<file path="config.mk">
export PLATFORM = sky130hd
export DESIGN_NAME = mem_arbiter
export DESIGN_NICKNAME = d
export VERILOG_FILES = /design/src/rtl/mem_arbiter.sv
export SDC_FILE = /design/constraint.sdc
export NUM_CORES = 1
export LEC_CHECK = 0
export CAP_MARGIN = 15
export CORE_ASPECT_RATIO = 1.75
export CORE_UTILIZATION = 35
export DETAILED_ROUTE_END_ITERATION = 8
export GPL_ROUTABILITY_DRIVEN = 0
export GPL_TIMING_DRIVEN = 0
export PLACE_DENSITY = 0.77
export SLEW_MARGIN = 20
export SYNTH_ARGS = -nofsm -noshare
export SYNTH_HDL_FRONTEND = slang
export SYNTH_SLANG_ARGS = --single-unit
export TNS_END_PERCENT = 50
</file>
<file path="constraint.sdc">
create_clock -name clk -period 1.5 [get_ports clk]
set_input_delay 0.15 -clock clk [delete_from_list [all_inputs] [get_ports clk]]
set_output_delay 0.15 -clock clk [all_outputs]
set_load 0.02 [all_outputs]
</file>
<file path="src/rtl/mem_arbiter.sv">
// Two-requester arbiter in front of a single-port, fixed-latency memory.
// Define ARB_RR_EN to give contended grants to the requester not served last.
module mem_arbiter #(
  parameter int AW      = 32,
  parameter int DW      = 32,
  parameter int MEM_LAT = 1
) (
  input  logic          clk,
  input  logic          rst,
  input  logic          if_req,
  input  logic [AW-1:0] if_addr,
  output logic          if_gnt,
  output logic          if_rvalid,
  output logic [DW-1:0] if_rdata,
  input  logic          d_req,
  input  logic          d_we,
  input  logic [AW-1:0] d_addr,
  input  logic [DW-1:0] d_wdata,
  output logic          d_gnt,
  output logic          d_rvalid,
  output logic [DW-1:0] d_rdata,
  output logic          mem_en,
  output logic          mem_we,
  output logic [AW-1:0] mem_addr,
  output logic [DW-1:0] mem_wdata,
  input  logic [DW-1:0] mem_rdata,
  output logic          busy
);
  localparam int            CW       = (MEM_LAT > 1) ? $clog2(MEM_LAT) : 1;
  localparam logic [CW-1:0] CNT_LOAD = CW'(MEM_LAT - 1);

  typedef enum logic [1:0] {IDLE, ACCESS, WAIT, RESP} state_t;

  state_t        state_q;
  logic [CW-1:0] cnt_q;
  logic          owner_q;  // 1: data requester owns the current access
  logic          we_q;
  logic [AW-1:0] addr_q;
  logic [DW-1:0] wdata_q;
  logic [DW-1:0] rdata_q;

  logic any_req;
  logic sel_data;
  logic accept;
  logic in_access;
  logic in_resp;

  assign any_req = if_req | d_req;

`ifdef ARB_RR_EN
  assign sel_data = d_req & (~if_req | ~owner_q);
`else
  assign sel_data = d_req;
`endif

  // Gated by rst so no grant can leak out while reset is held.
  assign accept = rst & (state_q == IDLE) & any_req;
  assign d_gnt  = accept & sel_data;
  assign if_gnt = accept & ~sel_data;

  always_ff @(posedge clk or negedge rst) begin
    if (!rst) begin
      state_q <= IDLE;
      cnt_q   <= '0;
      owner_q <= 1'b0;
      we_q    <= 1'b0;
      addr_q  <= '0;
      wdata_q <= '0;
      rdata_q <= '0;
    end else begin
      case (state_q)
        IDLE: begin
          if (any_req) begin
            owner_q <= sel_data;
            we_q    <= sel_data & d_we;
            addr_q  <= sel_data ? d_addr : if_addr;
            wdata_q <= sel_data ? d_wdata : '0;
            state_q <= ACCESS;
          end
        end
        ACCESS: begin
          cnt_q   <= CNT_LOAD;
          state_q <= WAIT;
        end
        WAIT: begin
          if (cnt_q == '0) begin
            if (!we_q) begin
              rdata_q <= mem_rdata;
            end
            state_q <= RESP;
          end else begin
            cnt_q <= cnt_q - 1'b1;
          end
        end
        RESP: begin
          state_q <= IDLE;
        end
        default: begin
          state_q <= IDLE;
        end
      endcase
    end
  end

  assign in_access = (state_q == ACCESS);
  assign in_resp   = (state_q == RESP);

  assign mem_en    = in_access;
  assign mem_we    = in_access & we_q;
  assign mem_addr  = in_access ? addr_q : '0;
  assign mem_wdata = in_access ? wdata_q : '0;

  assign if_rvalid = in_resp & ~owner_q;
  assign d_rvalid  = in_resp & owner_q;
  assign if_rdata  = rdata_q;
  assign d_rdata   = rdata_q;

  assign busy = (state_q != IDLE);
endmodule

</file>
# After elaboration in Yosys (flattened, before gate mapping)
# Cells that the tools add are included.
[op_classes] add_sub_neg=1 n_eq_ne=5 mux=9 n_bitwise=13 reduce_logical=6
[op_table] op="$mux 32" n=4
[op_table] op="$and 1x1->1" n=8
[op_table] op="$pmux 2 s4" n=1
[op_table] op="$eq 2x2->1 const B" n=2
[op_table] op="$mux 2" n=2
[op_table] op="$ne 2x2->1 const B" n=2
[op_table] op="$not 1->1" n=4
[op_table] op="$reduce_and 2->1" n=2
[op_table] op="$reduce_bool 2->1" n=2
[op_table] op="$reduce_and 3->1" n=1
[op_table] op="$eq 2x1->1 const B" n=1
[op_table] op="$logic_not 2->1" n=1
[op_table] op="$pmux 1 s2" n=1
[op_table] op="$mux 1" n=1
[op_table] op="$or 1x1->1" n=1
[op_table] op="$sub 1x1->1 const B" n=1
[totals] output_inout_bits=135 elab_cells=41 in_bits=133 register_bits=101

# Logic depth before layout (Yosys ltp)
# Gate-level depths: netlist of the first run.
[logic_depth] depth_word=4 ltp_mapped=7 mapped_depth_nobuf=5

# Least setup slack after synthesis of the first run
# OpenSTA, ideal clock, no wires.
[synth_timing] kind="reg-to-output" startpoint="reg state_q[0]" endpoint="out if_gnt" path_stages_with_launch=7 slack_ps=-265 t_arrival_ps=1615 cell_sequence="dfrtp_1 > inv_1 > ha_1 > buf_4 > nand2_1 > buf_2 > nor3b_1"
[synth_via] elab_chain_len=4
[synth_rtl] element="start, declared" line="34" source="state_t state_q;"
[synth_rtl] element="start signal, assigned" line="63" source="state_q <= IDLE;"
[synth_rtl] element="start signal, assigned" line="78" source="state_q <= ACCESS;"
[synth_rtl] element="start signal, assigned" line="83" source="state_q <= WAIT;"
[synth_rtl] element="$logic_not 2->1" line="57" source="assign accept = rst & (state_q == IDLE) & any_req;"
[synth_rtl] element="$and 1x1->1 (2 in a row)" line="57"
[synth_rtl] element="$and 1x1->1" line="59" source="assign if_gnt = accept & ~sel_data;"
[synth_rtl] element="end, declared" line="12" source="output logic if_gnt,"
# No other way between the ends.

# Worst setup path in the final report of the first run
# Ends and elaborated chain as after synthesis.

==> report_table.html, run 1 <==
<table>
<tr><th>Metric</th><th>Value</th></tr>
<tr><th colspan="2">Run status</th></tr>
<tr><td>Result of the run</td><td>finished, violations left</td></tr>
<tr><td>Violations in the final reports</td><td>hold timing, setup timing</td></tr>
<tr><th colspan="2">Timing</th></tr>
<tr><td>Setup repair after global routing missed its margin</td><td>yes</td></tr>
<tr><td>Fin Hold WS</td><td>-261 ps</td></tr>
<tr><td>Worst clock skew</td><td>11.2 ps</td></tr>
<tr><td>Setup violation total in the final timing report</td><td>131</td></tr>
<tr><td>Highest clock rate</td><td>572 MHz</td></tr>
<tr><td>Worst slew margin</td><td>66.8%</td></tr>
<tr><td>Final clock period utilization by the worst path</td><td>117%</td></tr>
<tr><td>Worst path setup slack after routing</td><td>-248 ps</td></tr>
<tr><td>Transition time at the pin with the least slew margin</td><td>497 ps</td></tr>
<tr><td>Final hold viol count</td><td>44</td></tr>
<tr><td>Clock period minus worst slack</td><td>1750 ps</td></tr>
<tr><td>Pins Over Slew Limit</td><td>0</td></tr>
<tr><th colspan="2">Clock network</th></tr>
<tr><td>Clock buffer depth</td><td>2</td></tr>
<tr><td>Worst skew pair latency</td><td>330 ps</td></tr>
<tr><td>CTS buffer count</td><td>9</td></tr>
<tr><td>Cell at the root of the clock tree</td><td>sky130_fd_sc_hd__clkbuf_16</td></tr>
<tr><td>TritonCTS clock tree</td><td>built</td></tr>
<tr><td>TritonCTS Sinks</td><td>100</td></tr>
<tr><td>Count of H-tree levels built during CTS</td><td>3</td></tr>
<tr><td>Clock-pin slew on the worst setup and hold paths</td><td>70 ps</td></tr>
<tr><th colspan="2">Floorplanning</th></tr>
<tr><td>Die area</td><td>14100 um^2</td></tr>
<tr><td>Number of placement rows</td><td>56</td></tr>
<tr><td>Starting utilization of the core area</td><td>35.7%</td></tr>
<tr><td>Die Y</td><td>156 um</td></tr>
<tr><td>Number of I/O pins</td><td>268</td></tr>
<tr><td>Floorplan die width</td><td>90.0 um</td></tr>
<tr><td>Area inside the core boundary</td><td>13300 um^2</td></tr>
<tr><th colspan="2">Cells and area</th></tr>
<tr><td>Most common cell after layout, fill and taps aside</td><td>sky130_fd_sc_hd__clkdlybuf4s50_1</td></tr>
<tr><td>Commonest cells after routing, fill and taps aside</td><td>sky130_fd_sc_hd__clkdlybuf4s50_1, sky130_fd_sc_hd__dfrtp_1, sky130_fd_sc_hd__buf_4</td></tr>
<tr><td>Area growth syn-to-layout</td><td>90.1%</td></tr>
<tr><td>Total Nets Final</td><td>892</td></tr>
<tr><td>Antenna cells</td><td>0</td></tr>
<tr><td>Number of standard cells in the layout, taps in and fillers out</td><td>933</td></tr>
<tr><td>Share of layout cells above drive strength 1</td><td>43.1%</td></tr>
<tr><th colspan="2">Placement</th></tr>
<tr><td>IO Port Bufs</td><td>267</td></tr>
<tr><td>DP Wirelength</td><td>11.5 mm</td></tr>
<tr><td>DP Cell Count</td><td>890</td></tr>
<tr><td>Worst-case setup slack after placement</td><td>-795 ps</td></tr>
<tr><th colspan="2">Setup path</th></tr>
<tr><td>Arrival time reported for the critical path endpoint</td><td>1600 ps</td></tr>
<tr><td>CP bufs+invs</td><td>3</td></tr>
<tr><td>Library cell contributing the largest single delay on the critical path</td><td>sky130_fd_sc_hd__dfrtp_1</td></tr>
<tr><td>Critical path, cell by cell</td><td>inv_2 -&gt; ha_4 -&gt; nand2_8 -&gt; buf_8 -&gt; nor3b_2 -&gt; buf_4</td></tr>
<tr><td>Origin of the worst setup path</td><td>state_q[0]</td></tr>
<tr><td>CP max FO</td><td>4</td></tr>
<tr><td>Critical path startpoint category</td><td>register</td></tr>
<tr><td>Stage delay of the slowest cell on the critical path</td><td>430 ps</td></tr>
<tr><td>RR Startpoint</td><td>state_q[0]</td></tr>
<tr><td>Cell family with the largest share of critical-path delay</td><td>flip-flops</td></tr>
<tr><td>Critical path type</td><td>reg2out</td></tr>
<tr><td>Crit path capture type</td><td>primary output</td></tr>
<tr><td>Required time of the worst setup path</td><td>1350 ps</td></tr>
<tr><th colspan="2">Pwr</th></tr>
<tr><td>Register share of total power</td><td>24.6%</td></tr>
<tr><td>Internal Dissipation</td><td>12.5 mW</td></tr>
<tr><td>Power dissipated by switching net loads</td><td>7.44 mW</td></tr>
<tr><td>Portion of total power attributed to combinational logic</td><td>63.3%</td></tr>
<tr><td>Max rail drop VDD</td><td>0.00123 V</td></tr>
<tr><td>PD cells</td><td>2210 nW/um^2</td></tr>
<tr><td>Switching share of power</td><td>37.3%</td></tr>
<tr><td>Leak Pwr</td><td>4.31 nW</td></tr>
<tr><td>Clock share of power</td><td>12.1%</td></tr>
<tr><th colspan="2">GRT</th></tr>
<tr><td>Global route total overflow</td><td>0</td></tr>
<tr><td>Antenna violations before repair</td><td>0</td></tr>
<tr><td>Total routing usage reported by global routing</td><td>22.1%</td></tr>
<tr><td>First-pass GRT wire length</td><td>24.4 mm</td></tr>
<tr><td>Maximum number of pins on one net before global-route repair</td><td>59</td></tr>
<tr><td>Via count of the first global-routing pass</td><td>4802</td></tr>
<tr><th colspan="2">Synth</th></tr>
<tr><td>Syn avg cell area</td><td>10.6 um^2</td></tr>
<tr><td>Share of the synthesized area in the top cell type</td><td>52.7%</td></tr>
<tr><td>Most area-consuming cells after synthesis</td><td>sky130_fd_sc_hd__dfrtp_1, sky130_fd_sc_hd__nor3_1, sky130_fd_sc_hd__and2_1</td></tr>
<tr><td>Synth Net Count</td><td>586</td></tr>
<tr><td>Proportion of synthesized chip area in sequential cells</td><td>52.7%</td></tr>
<tr><td>Warnings, synthesis</td><td>0</td></tr>
<tr><td>Summed instance area of the synthesized netlist</td><td>4750 um^2</td></tr>
<tr><td>Count of unique library cells instantiated by Yosys</td><td>27</td></tr>
<tr><td>Cell type with the largest total area after synthesis</td><td>sky130_fd_sc_hd__dfrtp_1</td></tr>
<tr><td>Number of instances in the synthesized netlist</td><td>448</td></tr>
<tr><td>Number of synthesized register bits</td><td>100</td></tr>
<tr><th colspan="2">Drt</th></tr>
<tr><td>Number of optimization iterations in the first detailed-route pass</td><td>7</td></tr>
<tr><td>Residual DRC</td><td>0</td></tr>
<tr><td>Violation count after the first detailed-routing iteration</td><td>107</td></tr>
<tr><td>Detail Route Antenna Nets</td><td>0</td></tr>
<tr><td>Number of vias per cell after detailed routing</td><td>4.93</td></tr>
<tr><td>DR WL/cell</td><td>17.6 um</td></tr>
<tr><td>Detailed-route via count</td><td>4599</td></tr>
<tr><td>Detailed Route WL</td><td>16.4 mm</td></tr>
<tr><th colspan="2">Min path</th></tr>
<tr><td>Path type of the worst min-delay path</td><td>in2async</td></tr>
<tr><th colspan="2">Flow run</th></tr>
<tr><td>Max-cap violations</td><td>0</td></tr>
</table>
## routing by layer
layer | part of all wire (%) | global-route usage [%]
met5 | 0 | 0
met2 | 57 | 43.4
met3 | 5.4 | 4.82
met4 | 2.6 | 8.22
met1 | 35 | 22.4
## power by group through the flow
| stage | clock [mW] | combinational (mW) | sequential (mW) |
|---|---|---|---|
| final | 2.41 | 12.6 | 4.91 |
| after global routing | 2.58 | 13.3 | 5.06 |
| after CTS | 2.47 | 11.5 | 4.85 |
| after detailed placement | 0 | 9.93 | 4.84 |
| after global placement | 0 | 9.72 | 4.76 |
| after floorplan | 0 | 5.14 | 5.17 |
## synth_stat cells
cell / count
sky130_fd_sc_hd__dfrtp_1: 100
sky130_fd_sc_hd__mux2_4: 1
sky130_fd_sc_hd__mux2i_1: 1
sky130_fd_sc_hd__o21ai_2: 1
sky130_fd_sc_hd__or3_4: 1
sky130_fd_sc_hd__o22ai_1: 2
sky130_fd_sc_hd__clkbuf_2: 1
sky130_fd_sc_hd__and2_1: 66
sky130_fd_sc_hd__nor2_2: 1
sky130_fd_sc_hd__and3_1: 1
sky130_fd_sc_hd__a22o_1: 33
sky130_fd_sc_hd__nor2_1: 32
sky130_fd_sc_hd__nand2_1: 4
sky130_fd_sc_hd__nor2b_1: 2
sky130_fd_sc_hd__buf_4: 36
sky130_fd_sc_hd__ha_1: 5
sky130_fd_sc_hd__a21oi_1: 1
sky130_fd_sc_hd__nor3_1: 93
sky130_fd_sc_hd__inv_4: 1
sky130_fd_sc_hd__o21a_1: 1
sky130_fd_sc_hd__mux2_2: 30
sky130_fd_sc_hd__mux2_1: 2
sky130_fd_sc_hd__buf_1: 1
sky130_fd_sc_hd__buf_2: 13
sky130_fd_sc_hd__clkbuf_1: 15
sky130_fd_sc_hd__nor3b_1: 1
sky130_fd_sc_hd__inv_1: 3
## repair_timing
item,in CTS,in global routing
gates resized for setup,549,111
endpoints found under the setup margin,208,198
setup buffers,9,8
pin swaps,2,20
cloned,4,7
hold endpoints to repair,44,44
## logic make-up after synthesis
kind of cell / share of synthesized area (%)
and+or+nand+nor: 22.3
adders and majority gates: 1.32
AOI/OAI and AO/OA: 6.80
DFF: 52.7
muxes: 8.12
buffers and inverters: 8.80
## worst register-to-register path: cells and delay by family (launching register included)
family	cells	cell delay, ps
compound gates	1	200
fa+ha+maj	1	200
buf+inv	5	590
flops	1	430
simple gates	2	220
## registers in the layout (all words and copies together), names as in the netlist
name and count:
d_rdata 32, owner_q 1, we_q 1, wdata_q 32, addr_q 32, state_q 2
## per-stage QoR
stage          area, um^2  hold slack, ps  total power, mW  TNS [ps]  utilization (%)
2_1_floorplan        4760            -146             10.3     -1310                -
3_3_place_gp         7650             475             14.5   -408180             57.5
3_5_place_dp         7680             106             14.8    -61660             57.7
4_1_cts              8510            -257             18.8    -24790             63.9
5_1_grt              9030            -245             20.9    -32700             67.8
6_report             9030            -261             19.9    -21580             67.8
## final timing paths
check	depth (start not counted)	slack (ps)	endpoint
worst max-delay path	6	-250	if_gnt
worst min-delay path	1	-260	d_rdata[15]
worst max register to register	9	-230	addr_q[2]
worst min register to register	1	490	wdata_q[9]
max in group asynchronous	2	1110	state_q[1]
min in group clk	2	430	wdata_q[27]
## layout make-up
type | count | area [um^2]
Fill cell | 1041 | 4280
Timing Repair Buffer | 296 | 3090
Sequential cell | 100 | 2500
Multi-Input combinational cell | 278 | 2250
Buffer | 65 | 639
Clock buffer | 12 | 256
Tap cell | 174 | 218
Clock inverter | 4 | 56.3
Inverter | 4 | 17.5
No activity file was read; power rests on OpenSTA's default activity.
==> run 2, diff against run 1 <==
Settings changed: CORE_MARGIN from default to 10, CORE_UTILIZATION 35 to 31, PLACE_DENSITY 0.77 to 0.7.
==> report_table.html, run 2 (same netlist as run 1, synthesis figures left out) <==
<table>
<tr><th>Metric</th><th>Value</th></tr>
<tr><th colspan="2">Run status</th></tr>
<tr><td>Result of the run</td><td>finished, violations left (unchanged)</td></tr>
<tr><td>Violations in the final reports</td><td>hold timing, setup timing (unchanged)</td></tr>
<tr><th colspan="2">Floorplanning</th></tr>
<tr><td>Number of I/O pins</td><td>268 (unchanged)</td></tr>
<tr><td>Die area</td><td>20900 um^2 (was 14100 um^2)</td></tr>
<tr><td>Floorplan die width</td><td>114 um (was 90.0 um)</td></tr>
<tr><td>Starting utilization of the core area</td><td>31.7% (was 35.7%)</td></tr>
<tr><td>Die Y</td><td>184 um (was 156 um)</td></tr>
<tr><td>Number of placement rows</td><td>59 (was 56)</td></tr>
<tr><td>Area inside the core boundary</td><td>15000 um^2 (was 13300 um^2)</td></tr>
<tr><th colspan="2">Timing</th></tr>
<tr><td>Worst slew margin</td><td>52.5% (was 66.8%)</td></tr>
<tr><td>Setup repair after global routing missed its margin</td><td>yes (unchanged)</td></tr>
<tr><td>Final clock period utilization by the worst path</td><td>118% (was 117%)</td></tr>
<tr><td>Fin Hold WS</td><td>-280 ps (was -261 ps)</td></tr>
<tr><td>Worst clock skew</td><td>10.4 ps (was 11.2 ps)</td></tr>
<tr><td>Clock period minus worst slack</td><td>1770 ps (was 1750 ps)</td></tr>
<tr><td>Pins Over Slew Limit</td><td>0 (unchanged)</td></tr>
<tr><td>Transition time at the pin with the least slew margin</td><td>713 ps (was 497 ps)</td></tr>
<tr><td>Setup violation total in the final timing report</td><td>145 (was 131)</td></tr>
<tr><td>Final hold viol count</td><td>42 (was 44)</td></tr>
<tr><td>Highest clock rate</td><td>565 MHz (was 572 MHz)</td></tr>
<tr><td>Worst path setup slack after routing</td><td>-270 ps (was -248 ps)</td></tr>
<tr><th colspan="2">Setup path</th></tr>
<tr><td>Arrival time reported for the critical path endpoint</td><td>1620 ps (was 1600 ps)</td></tr>
<tr><td>Critical path startpoint category</td><td>register (unchanged)</td></tr>
<tr><td>Required time of the worst setup path</td><td>1350 ps (about the same)</td></tr>
<tr><td>CP max FO</td><td>8 (was 4)</td></tr>
<tr><td>Crit path capture type</td><td>primary output (unchanged)</td></tr>
<tr><td>Critical path type</td><td>reg2out (unchanged)</td></tr>
<tr><th colspan="2">GRT</th></tr>
<tr><td>Maximum number of pins on one net before global-route repair</td><td>61 (was 59)</td></tr>
<tr><td>Total routing usage reported by global routing</td><td>17.2% (was 22.1%)</td></tr>
<tr><td>Antenna violations before repair</td><td>0 (unchanged)</td></tr>
<tr><td>Global route total overflow</td><td>0 (unchanged)</td></tr>
<tr><td>First-pass GRT wire length</td><td>28.6 mm (was 24.4 mm)</td></tr>
<tr><td>Via count of the first global-routing pass</td><td>4917 (was 4802)</td></tr>
<tr><th colspan="2">Pwr</th></tr>
<tr><td>Max rail drop VDD</td><td>0.00120 V (was 0.00123 V)</td></tr>
<tr><td>Leak Pwr</td><td>4.42 nW (was 4.31 nW)</td></tr>
<tr><td>PD cells</td><td>2200 nW/um^2 (was 2210 nW/um^2)</td></tr>
<tr><th colspan="2">Placement</th></tr>
<tr><td>IO Port Bufs</td><td>267 (unchanged)</td></tr>
<tr><td>Instance area after placement</td><td>7690 um^2 (was 7680 um^2)</td></tr>
<tr><td>Worst-case setup slack after placement</td><td>-795 ps (about the same)</td></tr>
<tr><td>DP Cell Count</td><td>899 (was 890)</td></tr>
<tr><td>DP Wirelength</td><td>14.2 mm (was 11.5 mm)</td></tr>
<tr><th colspan="2">Clock network</th></tr>
<tr><td>TritonCTS Sinks</td><td>100 (unchanged)</td></tr>
<tr><td>Clock buffer depth</td><td>2 (unchanged)</td></tr>
<tr><td>CTS buffer count</td><td>9 (unchanged)</td></tr>
<tr><td>Cell at the root of the clock tree</td><td>sky130_fd_sc_hd__clkbuf_16 (unchanged)</td></tr>
<tr><td>TritonCTS clock tree</td><td>built (unchanged)</td></tr>
<tr><td>Count of H-tree levels built during CTS</td><td>3 (unchanged)</td></tr>
<tr><td>Worst skew pair latency</td><td>340 ps (was 330 ps)</td></tr>
<tr><td>Clock-pin slew on the worst setup and hold paths</td><td>80 ps (was 70 ps)</td></tr>
<tr><th colspan="2">Drt</th></tr>
<tr><td>Detailed Route WL</td><td>19.3 mm (was 16.4 mm)</td></tr>
<tr><td>Number of vias per cell after detailed routing</td><td>4.83 (was 4.93)</td></tr>
<tr><td>Detail Route Antenna Nets</td><td>0 (unchanged)</td></tr>
<tr><td>DR WL/cell</td><td>20.4 um (was 17.6 um)</td></tr>
<tr><td>Detailed-route via count</td><td>4571 (was 4599)</td></tr>
<tr><td>Number of optimization iterations in the first detailed-route pass</td><td>4 (was 7)</td></tr>
<tr><td>Residual DRC</td><td>0 (unchanged)</td></tr>
<tr><td>Violation count after the first detailed-routing iteration</td><td>164 (was 107)</td></tr>
<tr><th colspan="2">Cells and area</th></tr>
<tr><td>Number of standard cells in the layout, taps in and fillers out</td><td>947 (was 933)</td></tr>
<tr><td>Core utilization of the finished layout</td><td>62.3% (was 67.8%)</td></tr>
<tr><td>Commonest cells after routing, fill and taps aside</td><td>sky130_fd_sc_hd__clkdlybuf4s50_1, sky130_fd_sc_hd__dfrtp_1, sky130_fd_sc_hd__buf_4 (unchanged)</td></tr>
<tr><td>Most common cell after layout, fill and taps aside</td><td>sky130_fd_sc_hd__clkdlybuf4s50_1 (unchanged)</td></tr>
<tr><td>Share of layout cells above drive strength 1</td><td>48.3% (was 43.1%)</td></tr>
<tr><td>Finished Cell Area</td><td>9330 um^2 (was 9030 um^2)</td></tr>
<tr><td>Number of inserted filler cells in the final layout</td><td>1200 (was 1041)</td></tr>
<tr><td>Antenna cells</td><td>0 (unchanged)</td></tr>
<tr><td>Area growth syn-to-layout</td><td>96.5% (was 90.1%)</td></tr>
<tr><td>Total Nets Final</td><td>898 (was 892)</td></tr>
<tr><th colspan="2">Flow run</th></tr>
<tr><td>Max-cap violations</td><td>0 (unchanged)</td></tr>
<tr><th colspan="2">Min path</th></tr>
<tr><td>Path type of the worst min-delay path</td><td>in2async (unchanged)</td></tr>
</table>
## run 2: cell count changes in the layout (fill, tap and decap cells not counted), sizes merged, moves of 5 or more
cell | before | now
clkdlybuf4s50 | 136 | 131
dlymetal6s2s | 27 | 32
buf | 178 | 190
clkbuf | 32 | 22
## run 2: path summary, 6_finish.rpt
check,start,depth (start not counted),end,slack (ps)
min in group clk,mem_rdata[6],2,d_rdata[6],400
max in group asynchronous,rst,2,state_q[1],1120
min reg2reg,wdata_q[9],1,wdata_q[9],500
min,rst,1,d_rdata[20],-280
max,state_q[1],6,mem_addr[7],-270
max reg2reg,state_q[1],8,d_rdata[12],-240
## run 2: through the flow
stage | total power, mW | TNS (ps) | hold WS, ps
2_1_floorplan | 10.3 | -1310 | -146
3_3_place_gp | 14.7 | -416460 | 475
3_5_place_dp | 15.0 | -63890 | 102
4_1_cts | 19.2 | -27750 | -276
5_1_grt | 21.7 | -35470 | -265
6_report | 20.5 | -25160 | -280
## run 2: routing by layer
| layer | GRT usage [%] | share of wire (%) | up-vias | routed length [um] |
|---|---|---|---|---|
| li1 | - | - | 2128 | - |
| met1 | 17.7 | 36 | 2218 | 6870 |
| met2 | 31.7 | 54 | 204 | 10500 |
| met3 | 6.31 | 8.1 | 21 | 1570 |
| met4 | 4.43 | 2.2 | 0 | 420 |
| met5 | 0 | 0 | - | 0 |
## run 2: what timing repair did
item | in CTS | in global routing
pin swaps | 6 | 49
endpoints found under the setup margin | 216 | 220
endpoints found under the hold margin | 42 | 42
gates cloned | 7 | 4
resized for setup | 520 | 208
setup buffers | 13 | 12
## run 2: power by group
part	internal, mW	switching, mW
logic	7.29	5.73
registers	4.00	0.925
clock network	1.47	1.07
total	12.8	7.73
## run 2: area by class of cell
class / instances / area, um^2 / area share (%)
Sequential cell: 100 / 2500 / 26.8
Tap cell: 183 / 229 / 2.45
Buffer: 65 / 671 / 7.19
Clock inverter: 6 / 93.8 / 1.01
Multi-Input combinational cell: 278 / 2360 / 25.3
Clock buffer: 9 / 225 / 2.41
Timing Repair Buffer: 302 / 3220 / 34.5
Inverter: 4 / 27.5 / 0.295
## run 2: critical path, stage by stage, from the launching register on
cell	delay, ps
sky130_fd_sc_hd__dfrtp_1	410
sky130_fd_sc_hd__inv_2	120
sky130_fd_sc_hd__ha_4	170
sky130_fd_sc_hd__clkbuf_16	180
sky130_fd_sc_hd__clkbuf_16	150
sky130_fd_sc_hd__and2_4	140
sky130_fd_sc_hd__buf_6	110
